**config.mk**
```make
export PLATFORM = sky130hd
export DESIGN_NAME = shift_pipe_nbit
export DESIGN_NICKNAME = d
export VERILOG_FILES = /design/src/rtl/shift_pipe_nbit.sv
export SDC_FILE = /design/constraint.sdc
export NUM_CORES = 1
export LEC_CHECK = 0
export BUFFER_PORTS_ARGS = -buffer_cell sky130_fd_sc_hd__buf_2
export CORE_ASPECT_RATIO = 1.4
export CORE_MARGIN = 2
export CORE_UTILIZATION = 40
export CTS_CLUSTER_SIZE = 16
export DETAILED_ROUTE_END_ITERATION = 7
export HOLD_SLACK_MARGIN = 0.1
export PLACE_DENSITY = 0.57
export SKIP_LAST_GASP = 1
export SLEW_MARGIN = 15
export SYNTH_ARGS = -nofsm -noshare
export SYNTH_HDL_FRONTEND = slang
export SYNTH_SLANG_ARGS = --single-unit
```
**constraint.sdc**
```tcl
create_clock -name clk -period 1.9 [get_ports clk]
set_input_delay 0.095 -clock clk [delete_from_list [all_inputs] [get_ports clk]]
set_output_delay 0.095 -clock clk [all_outputs]
set_load 0.01 [all_outputs]
```
**src/rtl/shift_pipe_nbit.sv**
```systemverilog
// Pipelined barrel shifter: SRL / SRA / SLL / ROR, one register stage per shift-amount bit.
// Out-of-range amounts saturate before stage 0; a single global stall freezes the whole pipe.
`timescale 1ns/1ps
module shift_pipe_nbit #(
    parameter int N  = 32,
    parameter int AW = 8
) (
    input  logic          clk,
    input  logic          reset_n,
    input  logic          in_valid,
    output logic          in_ready,
    input  logic [N-1:0]  in_data,
    input  logic [AW-1:0] in_amt,
    input  logic [1:0]    in_op,
    output logic          out_valid,
    input  logic          out_ready,
    output logic [N-1:0]  out_data,
    output logic          out_zero
);
    localparam int S = $clog2(N);

    typedef enum logic [1:0] {
        OP_SRL = 2'b00,
        OP_SRA = 2'b01,
        OP_SLL = 2'b10,
        OP_ROR = 2'b11
    } op_e;

    // Handshake: input transfer on in_valid && in_ready, output transfer on
    // out_valid && out_ready. in_ready = adv; when adv is low every stage,
    // bubbles included, holds, which keeps out_data stable under backpressure.
    logic adv;

    logic [N-1:0] data_q [S];
    logic [S-1:0] amt_q  [S];
    op_e          op_q   [S];
    logic [S-1:0] sign_q;
    logic [S-1:0] forced_q;
    logic [S-1:0] valid_q;

    logic [N-1:0] src_data [S];
    logic [S-1:0] src_amt  [S];
    op_e          src_op   [S];
    logic [S-1:0] src_sign;
    logic [S-1:0] src_forced;
    logic [S-1:0] src_valid;
    logic [N-1:0] data_d   [S];

    logic         ovf;
    logic         force_en;
    logic [N-1:0] pre_data;

    function automatic logic [N-1:0] shift_step(input logic [N-1:0] d, input op_e op,
                                                input logic sign, input int unsigned sh);
        logic [2*N-1:0] wide;
        wide = '0;
        case (op)
            OP_SRL:  wide = {{N{1'b0}}, d} >> sh;
            OP_SRA:  wide = {{N{sign}}, d} >> sh;
            OP_SLL:  wide = {{N{1'b0}}, d << sh};
            default: wide = {d, d} >> sh;
        endcase
        return wide[N-1:0];
    endfunction

    // Saturation: shifts by >= N resolve to their final value up front and the
    // stages then pass it through untouched. Rotates just use amount mod N.
    always_comb begin
        ovf      = ({1'b0, in_amt} >= (AW+1)'(N));
        force_en = ovf && (op_e'(in_op) != OP_ROR);
        pre_data = in_data;
        if (force_en) begin
            pre_data = (op_e'(in_op) == OP_SRA) ? {N{in_data[N-1]}} : '0;
        end
    end

    always_comb begin
        src_data   = '{default: '0};
        src_amt    = '{default: '0};
        src_op     = '{default: OP_SRL};
        src_sign   = '0;
        src_forced = '0;
        src_valid  = '0;

        src_data[0]   = pre_data;
        src_amt[0]    = in_amt[S-1:0];
        src_op[0]     = op_e'(in_op);
        src_sign[0]   = in_data[N-1];
        src_forced[0] = force_en;
        src_valid[0]  = in_valid;
        for (int k = 1; k < S; k++) begin
            src_data[k]   = data_q[k-1];
            src_amt[k]    = amt_q[k-1];
            src_op[k]     = op_q[k-1];
            src_sign[k]   = sign_q[k-1];
            src_forced[k] = forced_q[k-1];
            src_valid[k]  = valid_q[k-1];
        end
    end

    always_comb begin
        data_d = '{default: '0};
        for (int k = 0; k < S; k++) begin
            if (src_amt[k][k] && !src_forced[k]) begin
                data_d[k] = shift_step(src_data[k], src_op[k], src_sign[k], 32'(1 << k));
            end else begin
                data_d[k] = src_data[k];
            end
        end
    end

    always_ff @(posedge clk or negedge reset_n) begin
        if (!reset_n) begin
            for (int k = 0; k < S; k++) begin
                data_q[k] <= '0;
                amt_q[k]  <= '0;
                op_q[k]   <= OP_SRL;
            end
            sign_q   <= '0;
            forced_q <= '0;
            valid_q  <= '0;
        end else if (adv) begin
            for (int k = 0; k < S; k++) begin
                data_q[k] <= data_d[k];
                amt_q[k]  <= src_amt[k];
                op_q[k]   <= src_op[k];
            end
            sign_q   <= src_sign;
            forced_q <= src_forced;
            valid_q  <= src_valid;
        end
    end

    // The last stage's control fields have no consumer past the output.
    logic unused_tail;
    assign unused_tail = ^{amt_q[S-1], op_q[S-1], sign_q[S-1], forced_q[S-1]};

    assign out_valid = valid_q[S-1];
    assign out_data  = data_q[S-1];
    assign out_zero  = valid_q[S-1] && (data_q[S-1] == '0);
    assign adv       = !out_valid || out_ready;
    assign in_ready  = adv;

endmodule

```
==> qor.txt, run 1 <==
via count = 8286
layout cells sized above 1 = 17.0%
post-synth cell types = 46
Static Leakage = 0.00540 uW
max cap viols = 0
DRT iter0 DRCs = 429
Critical Path AT = 1.70 ns
DPL Wire Length = 18500 um
Vias/cell = 5.54
Synth area leaders = dfrtp_1 47%, mux2i_1 6.8%, a211oi_1 6.3%
Inst Count DP = 1421
Worst Setup End Kind = primary output
Post-Syn Area = 0.0103 mm2
Post-Layout Cell Count = 1495
Max Fclk = 556 MHz
clk_lat worst skew = 0.42 ns
row count = 69
die footprint = 0.0270 mm2
Multi-input gate area = 0.00485 mm2
Avg Cell Area, Syn = 9.32 um2
GRT Total Usage = 19.7%
crit share post-route = 94.7%
initial antenna violation count = 0
die height = 193 um
CP startpoint kind = flip-flop
CTS tree = built
Setup TNS Final = 0 ns
Synth Register Bits = 191
top-area cell type share of the netlist area = 46.6%
number of synthesized flops with an enable pin = 0
residual DRC count = 0
crit path max fanout = 3
Clock Sinks = 191
first-pass GRT wire length = 44000 um
drt pass-1 iters = 4
Reg area = 0.00478 mm2
Clock transition at path regs = 0.07 ns
critical path required time = 1.80 ns
Power Dens Cells = 1660 mW/mm2
Initial Utilization = 40.5%
Area Overhead vs Synth = 16.8%
sequential fraction of the synthesis area = 46.6%
Synth Net Count = 1147
vias in the first global route = 8240
P_int = 11900 uW
final RePlAce weighted congestion = 0.831
post-synthesis cell count = 1101
final setup fails = 0
Antenna Cells = 0
status = complete, no violations
Post-synth top flop = dfrtp_1
Worst VDD drop = 0.000749 V
Slew @ Worst Pin = 0.786 ns
Total Nets Final = 1209
Fill cells = 2420
crit path time final = 1.80 ns
port bufs = 80
post-route ant nets = 0
chip width = 139 um
core area = 0.0253 mm2
WL/cell = 17.2 um
Worst slew margin = 47.6%
yosys warns = 0
largest net degree at the start of global routing = 93
Max Root-Sink Buffers = 2
Max Clock Skew = 0.0138 ns
clock root cell = clkbuf_16
CTS H-tree lvls = 4
Clock power frac = 17.3%
Reg power frac = 40.2%
Fin. Hold Viols = 0
Net Sw Power = 8020 uW
worst hold path type = input port to flip-flop
FFs w/ async S/R, synth = 100%
Top Ports = 81
Congestion Overflow GR = 0
final wirelength = 25800 um
switching power share of the total = 40.3%
Slew Limit Fails = 0
Num CTS Buffers = 17
area leader, netlist = dfrtp_1
Worst Setup Path Type = flip-flop to primary output
power share of the combinational group = 42.5%
-- final timing paths --
path	start	to	slack (ns)	cells after the start
min in group asynchronous	reset_n	out_data[0]$_DFFE_PN0P_	0.16	2
setup reg to reg	forced_q[0]$_DFFE_PN0P_	data_q[111]$_DFFE_PN0P_	0.24	5
hold reg to reg	valid_q[3]$_DFFE_PN0P_	valid_q[4]$_DFFE_PN0P_	0.46	1
setup / recovery	out_data[6]$_DFFE_PN0P_	out_zero	0.10	4
max in group asynchronous	reset_n	data_q[61]$_DFFE_PN0P_	0.99	3
hold / removal	out_ready	op_q[9]$_DFFE_PN0P_	0.11	5
-- Yosys cell counts, drive strengths merged, types with 2 or more instances --
master,number
nor4,7
o21ai,18
o22ai,4
a211oi,86
o31ai,24
inv,3
nand3,23
a221oi,60
nand4,3
o211ai,24
clkbuf,67
mux2,12
dfrtp,191
nand2b,7
and3,2
o221ai,4
or3,2
nand2,156
a21oi,12
a21o,69
a31oi,3
nor3,4
buf,65
nor2,163
nor2b,10
mux2i,70
-- sequential cells by signal, summed over array words and instances (netlist names) --
signal and cells:
out_data 32, forced_q 4, sign_q 4, amt_q 10, valid_q 5, data_q 128
op_q 8
-- worst max-delay path, cell delays in order, from the launching register on --
cell     delay, ns
dfrtp_1       0.41
nor4_2        0.34
nand4_1       0.22
nor3_2        0.18
buf_2         0.14
-- cells by family after synthesis --
group           after synthesis  share of synthesized area (%)
mux                          82                           8.15
simple gates                383                           15.5
buf+inv                     136                           6.75
compound gates              309                           23.0
flops                       191                           46.6
-- through the flow --
stage	utilization [%]	area, um2	setup slack, ns	hold slack [ns]	power [uW]
2_1_floorplan	-	10300	0.339	-0.201	13900
3_3_place_gp	43.3	11000	0.285	0.0495	16300
3_5_place_dp	43.3	11000	0.272	0.0496	16500
4_1_cts	47.2	11900	0.0240	0.100	20100
5_1_grt	47.4	12000	-0.00877	0.159	21500
6_report	47.4	12000	0.101	0.111	19900
-- routing by layer --
layer	GRT usage [%]	vias up	part of all wire, %
met5	0	-	0
met4	6.70	0	2.5
met3	2.52	24	2.2
met2	34.9	152	52
met1	24.8	4032	43
li1	-	4078	-
-- cell type report --
class,count,area share [%]
Clock buffer,22,3.88
Clock inverter,10,0.867
Inverter,4,0.136
Multi-Input combinational cell,774,40.5
Sequential cell,191,39.9
Tap cell,319,3.33
Timing Repair Buffer,175,11.4
-- cells in the final DEF, fill, tap and decap left out, types with 12 or more instances in the layout --
cell,count
buf_2,79
nor2_1,162
o211ai_1,17
nand3_1,23
mux2_2,12
o31ai_1,24
dlygate4sd3_1,41
a21o_1,69
buf_4,43
clkbuf_16,17
dfrtp_1,191
a211oi_1,86
o21ai_0,17
mux2i_1,70
nand2_1,156
a221oi_1,60
-- power by group through the flow --
stage | Combinational [uW] | Clock, uW | Sequential [uW]
after global placement | 8300 | 0 | 8010
after floorplan | 6700 | 0 | 7220
after global routing | 9520 | 3700 | 8290
after CTS | 8530 | 3540 | 7990
final | 8460 | 3450 | 8000
after detailed placement | 8450 | 0 | 8060
-- repair_timing --
action / in CTS / in global routing
gates resized for setup: 1 / 5
setup buffers: 0 / 1
pin swaps: 0 / 3
hold endpoints to repair: 230 / 0
hold buffers: 41 / 0
gates cloned: 0 / 0
endpoints found under the setup margin: 1 / 1
Note: power is estimated with default switching activity, not from simulation.
==> inputs of run 2 (changes only) <==
--- a/config.mk
+++ b/config.mk
@@ -5,14 +5,15 @@
 export SDC_FILE = /design/constraint.sdc
 export NUM_CORES = 1
 export LEC_CHECK = 0
+export ABC_AREA = 1
 export BUFFER_PORTS_ARGS = -buffer_cell sky130_fd_sc_hd__buf_2
 export CORE_ASPECT_RATIO = 1.4
 export CORE_MARGIN = 2
-export CORE_UTILIZATION = 40
+export CORE_UTILIZATION = 60
 export CTS_CLUSTER_SIZE = 16
 export DETAILED_ROUTE_END_ITERATION = 7
 export HOLD_SLACK_MARGIN = 0.1
-export PLACE_DENSITY = 0.57
+export PLACE_DENSITY = 0.8
 export SKIP_LAST_GASP = 1
 export SLEW_MARGIN = 15
 export SYNTH_ARGS = -nofsm -noshare
==> run 2 against run 1 <==
  * Worst setup slack better by 0.077 ns
  * Register-to-register slack improved by 0.12 ns
  * Clock-buffer cell count is 3 lower
  * Non-clock buffer count fell by 25
  * Highest routed layer unchanged
  * Largest power group unchanged
  * Largest cell class is now registers
==> qor.txt, run 2 <==
worst hold path type = input port to flip-flop
Largest stage delay, worst path = 0.38 ns
Max Fclk = 581 MHz
most common cell after layout, fill and taps aside = nand2_1
Reg2Reg Depth = 5
yosys warns = 0
Fill cells = 1442
Post-Syn Area = 0.0106 mm2
sequential fraction of the synthesis area = 45.0%
layout cells sized above 1 = 10.4%
Worst Setup Path Type = flip-flop to primary output
top cells by count, synth = 233 x nand2_1, 191 x dfrtp_1, 190 x a21oi_1
post-synth cell types = 27
Area Overhead vs Synth = 12.5%
Worst slew margin = 58.7%
Clock transition at path regs = 0.07 ns
Hold Path Depth = 5
hold path endpoint = data_q[129]$_DFFE_PN0P_
RSZ-0062 raised after global routing = no
Top Ports = 81
Fin. Hold Viols = 0
Congestion Overflow GR = 0
Initial Utilization = 61.3%
via count = 9759
area leader, netlist = dfrtp_1
crit path max fanout = 2
most frequent cells in the layout = 233 x nand2_1, 191 x dfrtp_1, 190 x a21oi_1
Post-CTS Setup Bufs = 0
post-route ant nets = 0
Total Nets Final = 1483
Multi-input gate area = 0.00453 mm2
top-area cell type share of the netlist area = 45.0%
final RePlAce weighted congestion = 0.944
vias in the first global route = 8975
final setup fails = 0
Critical Path AT = 1.63 ns
worst reg2reg startpoint = forced_q[0]$_DFFE_PN0P_
chip width = 116 um
Avg Cell Area, Syn = 7.54 um2
crit share post-route = 90.6%
clk_lat worst skew = 0.43 ns
die footprint = 0.0188 mm2
port bufs = 80
CTS H-tree lvls = 4
GRT Total Usage = 28.9%
CTS tree = built
max cap viols = 0
Max Clock Skew = 0.00808 ns
CP startpoint kind = flip-flop
count leader, synth = nand2_1
status = complete, no violations
Slew @ Worst Pin = 0.618 ns
Synth Net Count = 1455
drt pass-1 iters = 5
reg-to-reg endpoint = data_q[120]$_DFFE_PN0P_
largest register by flop count = data_q
Worst VDD drop = 0.000757 V
Max Root-Sink Buffers = 2
flop2flop setup slack = 0.36 ns
Power Dens Cells = 1610 mW/mm2
cts repair resizes = 0
first-pass GRT wire length = 44000 um
Static Leakage = 0.00581 uW
clock root cell = clkbuf_16
initial antenna violation count = 0
DPL Wire Length = 17800 um
Setup TNS Final = 0 ns
FFs w/ async S/R, synth = 100%
Post-synth top flop = dfrtp_1
critical path cell sequence = inv_1, nand4_1, nor3_1, nand3_1, nor2_1, buf_2
row count = 57
final wirelength = 26100 um
worst hold slack = 0.116 ns
Synth Register Bits = 191
core area = 0.0173 mm2
crit path time final = 1.72 ns
Reg area = 0.00478 mm2
DRT iter0 DRCs = 827
post-synthesis cell count = 1409
WL/cell = 15.5 um
hold path startpoint = in_data[0]
max FFs per register = 128
Num CTS Buffers = 17
Worst Setup End Kind = primary output
Slew Limit Fails = 0
largest net degree at the start of global routing = 117
residual DRC count = 0
critical path required time = 1.80 ns
die height = 161 um
number of synthesized flops with an enable pin = 0
slowest cell on the critical path = dfrtp_1
Antenna Cells = 0
Vias/cell = 5.79
Synth area leaders = dfrtp_1 45%, a21oi_1 9.0%, nand2_1 8.2%
Clock Sinks = 191
-- run 2: what timing repair did --
action	4_1_cts	5_1_grt
setup endpoints to repair	0	0
hold endpoints to repair	206	0
hold buffers	39	0
-- run 2: worst max-delay path: cells and delay by family (launching register included) --
kind / cells / cell delay, ns
AND/OR/NAND/NOR: 4 / 0.61
buffers and inverters: 2 / 0.20
flip-flops: 1 / 0.38
-- run 2: per-layer routing --
metal | global-route usage [%] | vias to the layer above | part of all wire, % | wire (um)
li1 | - | 4783 | - | -
met1 | 35.4 | 4544 | 39 | 10300
met2 | 49.1 | 362 | 51 | 13400
met3 | 3.60 | 70 | 4.5 | 1190
met4 | 15.3 | 0 | 4.8 | 1250
met5 | 0 | - | 0 | 0
-- run 2: where the power goes --
group	internal [uW]	switching, uW	total, uW
registers	6050	1530	7580
logic	2990	5150	8150
clock network	1980	1540	3520
-- run 2: how the worst max path moves through the flow --
stage,startpoint,to,slack [ns],cells past startpoint
4_1_cts,out_data[2]$_DFFE_PN0P_,out_zero,0.09,6
5_1_grt,out_data[2]$_DFFE_PN0P_,out_zero,0.08,6
3_3_place_gp,in_amt[7],data_q[135]$_DFFE_PN0P_,0.45,9
2_1_floorplan,valid_q[4]$_DFFE_PN0P_,amt_q[13]$_DFFE_PN0P_,0.56,7
3_5_place_dp,forced_q[0]$_DFFE_PN0P_,data_q[118]$_DFFE_PN0P_,0.42,5
6_report,out_data[2]$_DFFE_PN0P_,out_zero,0.18,6
-- run 2: through the flow --
step | setup WS, ns | power, uW | util, % | cells | instance area (um2)
global placement | 0.446 | 15300 | 63.4 | 1615 | 11000
detailed placement | 0.416 | 15500 | 63.4 | 1615 | 11000
finish | 0.178 | 19200 | 68.9 | 1685 | 11900
global route | 0.0763 | 20700 | 68.9 | 1685 | 11900
floorplan | 0.562 | 13400 | - | 1409 | 10600
CTS | 0.0932 | 19200 | 68.9 | 1685 | 11900
-- run 2: cell type report --
class / count / area share (%)
Inverter: 155 / 4.89
Multi-Input combinational cell: 922 / 37.9
Timing Repair Buffer: 150 / 9.87
Tap cell: 236 / 2.47
Sequential cell: 191 / 40.0
Clock buffer: 19 / 3.71
Clock inverter: 12 / 1.13
-- run 2: kinds of logic after synthesis --
kind of cell           share of synthesized area [%]
AO/OA/AOI/OAI                                   23.1
buffers and inverters                           12.4
flip-flops                                      45.0
AND/OR/NAND/NOR                                 19.5
==> inputs of run 3 (changes only) <==
--- a/config.mk
+++ b/config.mk
@@ -5,7 +5,6 @@
 export SDC_FILE = /design/constraint.sdc
 export NUM_CORES = 1
 export LEC_CHECK = 0
-export ABC_AREA = 1
 export BUFFER_PORTS_ARGS = -buffer_cell sky130_fd_sc_hd__buf_2
 export CORE_ASPECT_RATIO = 1.4
 export CORE_MARGIN = 2
==> run 3 against run 2 <==
  * Via count shrank 12%
  * Critical path depth grew 2
  * First-iteration DRC count shrank 16%
  * Fmax shrank 5.9%
  * Clock skew shrank 0.0027 ns
  * Cell count shrank 19%
  * Worst setup slack lost 0.11 ns
  * Clock-buffer cell count shrank 1
  * Routed wire length shrank 4.6%
  * Register-to-register slack lost 0.29 ns
  * Flip-flop and latch count is the same
  * Critical path type is now input port to flip-flop
==> qor.txt, run 3 (synthesis results as in run 1) <==
status = complete, no violations
Vias/cell = 6.31
Worst Setup End Kind = flip-flop
Max Clock Skew = 0.00539 ns
Congestion Overflow GR = 0
DP Area = 0.0107 mm2
CP startpoint kind = input port
Fin. Hold Viols = 0
largest register by flop count = data_q
CTS H-tree lvls = 4
Max Fclk = 546 MHz
Static Leakage = 0.00538 uW
Total Nets Final = 1198
DRT iter0 DRCs = 693
max cap viols = 0
core area = 0.0167 mm2
initial antenna violation count = 0
Area Overhead vs Synth = 15.1%
Clock transition at path regs = 0.07 ns
port bufs = 80
pre-CTS setup slack = 0.301 ns
chip width = 114 um
layout cells sized above 1 = 16.1%
Slew Limit Fails = 0
Inst Count DP = 1293
final design area excluding fillers = 0.0118 mm2
Num CTS Buffers = 17
Slew @ Worst Pin = 0.783 ns
Overall Power = 20200 uW
largest net degree at the start of global routing = 65
final wirelength = 24900 um
Power Dens Cells = 1710 mW/mm2
row count = 56
Initial Utilization = 61.2%
die height = 159 um
Top Ports = 81
via count = 8634
crit share post-route = 96.3%
GRT Total Usage = 29.2%
final setup fails = 0
clock root cell = clkbuf_16
critical path required time = 2.28 ns
most frequent cells in the layout = 191 x dfrtp_1, 162 x nor2_1, 156 x nand2_1
Worst VDD drop = 0.000761 V
Reg2Reg Depth = 6
crit path time final = 1.83 ns
Post-Layout Cell Count = 1368
Hold Path Depth = 5
clk_lat worst skew = 0.43 ns
most common cell after layout, fill and taps aside = dfrtp_1
worst hold slack = 0.0990 ns
vias in the first global route = 8444
drt pass-1 iters = 6
Worst slew margin = 47.8%
first-pass GRT wire length = 42200 um
Antenna Cells = 0
Final Worst Setup Slack = 0.0695 ns
final RePlAce weighted congestion = 0.859
Max Root-Sink Buffers = 2
die footprint = 0.0182 mm2
residual DRC count = 0
Clock Sinks = 191
max FFs per register = 128
Worst Setup Path Type = input port to flip-flop
RSZ-0062 raised after global routing = yes
CTS tree = built
DPL Wire Length = 16900 um
Critical Path AT = 2.21 ns
worst hold path type = input port to flip-flop
WL/cell = 18.2 um
post-route ant nets = 0
crit path max fanout = 29
==> run 3: cell types whose count changed in the layout (fill, tap and decap cells not counted), moves of 60 or more <==
cell,change
a211oi_1,+86
a21o_1,+69
a21oi_1,-179
a221oi_1,+60
inv_1,-150
mux2i_1,+70
nand2_1,-77
nand4_1,-63
o21ai_0,-108
==> run 3: where the power goes <==
part	internal (uW)	total [uW]	switching, uW
registers	5980	8060	2080
clock network	2370	3890	1520
logic	3860	8280	4430
total	12200	20200	8030
==> run 3: final cells by class <==
class	instances	area, um2
Clock buffer	18	439
Clock inverter	14	214
Timing Repair Buffer	164	1270
Sequential cell	191	4780
Multi-Input combinational cell	774	4830
Inverter	4	17.5
Tap cell	203	254
Fill cell	1238	4940
==> run 3: worst max-delay path: stages <==
cell and delay, ns:
dlygate4sd3_1 0.53, buf_2 0.19, inv_1 0.15, nor3_2 0.22, buf_6 0.26, nand2_1 0.09, a31oi_1 0.11, dlygate4sd3_1 0.55
==> run 3: what timing repair did <==
| action | 4_1_cts | 5_1_grt |
|---|---|---|
| endpoints found under the hold margin | 230 | 0 |
| buffers inserted | 0 | 1 |
| hold buffers | 42 | 0 |
| resized for setup | 2 | 3 |
| gates cloned | 0 | 0 |
| setup endpoints to repair | 1 | 1 |
| pin swaps | 0 | 0 |
==> run 3: path summary, 6_finish.rpt <==
path | startpoint | endpoint | slack [ns]
min in group asynchronous | reset_n | out_data[18]$_DFFE_PN0P_ | 0.15
worst max register to register | valid_q[4]$_DFFE_PN0P_ | data_q[159]$_DFFE_PN0P_ | 0.07
max in group asynchronous | reset_n | data_q[146]$_DFFE_PN0P_ | 0.96
worst max-delay path | in_amt[0] | data_q[159]$_DFFE_PN0P_ | 0.07
worst min register to register | valid_q[3]$_DFFE_PN0P_ | valid_q[3]$_DFFE_PN0P_ | 0.46
worst min-delay path | out_ready | op_q[9]$_DFFE_PN0P_ | 0.1
==> run 3: per-layer routing <==
layer	track usage (%)	part of all wire (%)	vias to the layer above	wire, um
met3	4.19	4.1	110	1020
met5	0	0	-	0
li1	-	-	4048	-
met2	51.1	51	332	12600
met4	18.3	5.8	0	1450
met1	33.6	39	4144	9780
==> run 3: metrics by stage <==
step	setup TNS (ns)	utilization, %
6_report	0	70.5
5_1_grt	-0.0201	70.5
4_1_cts	0	70.4
3_5_place_dp	0	63.9
3_3_place_gp	0	63.9
2_1_floorplan	0	-
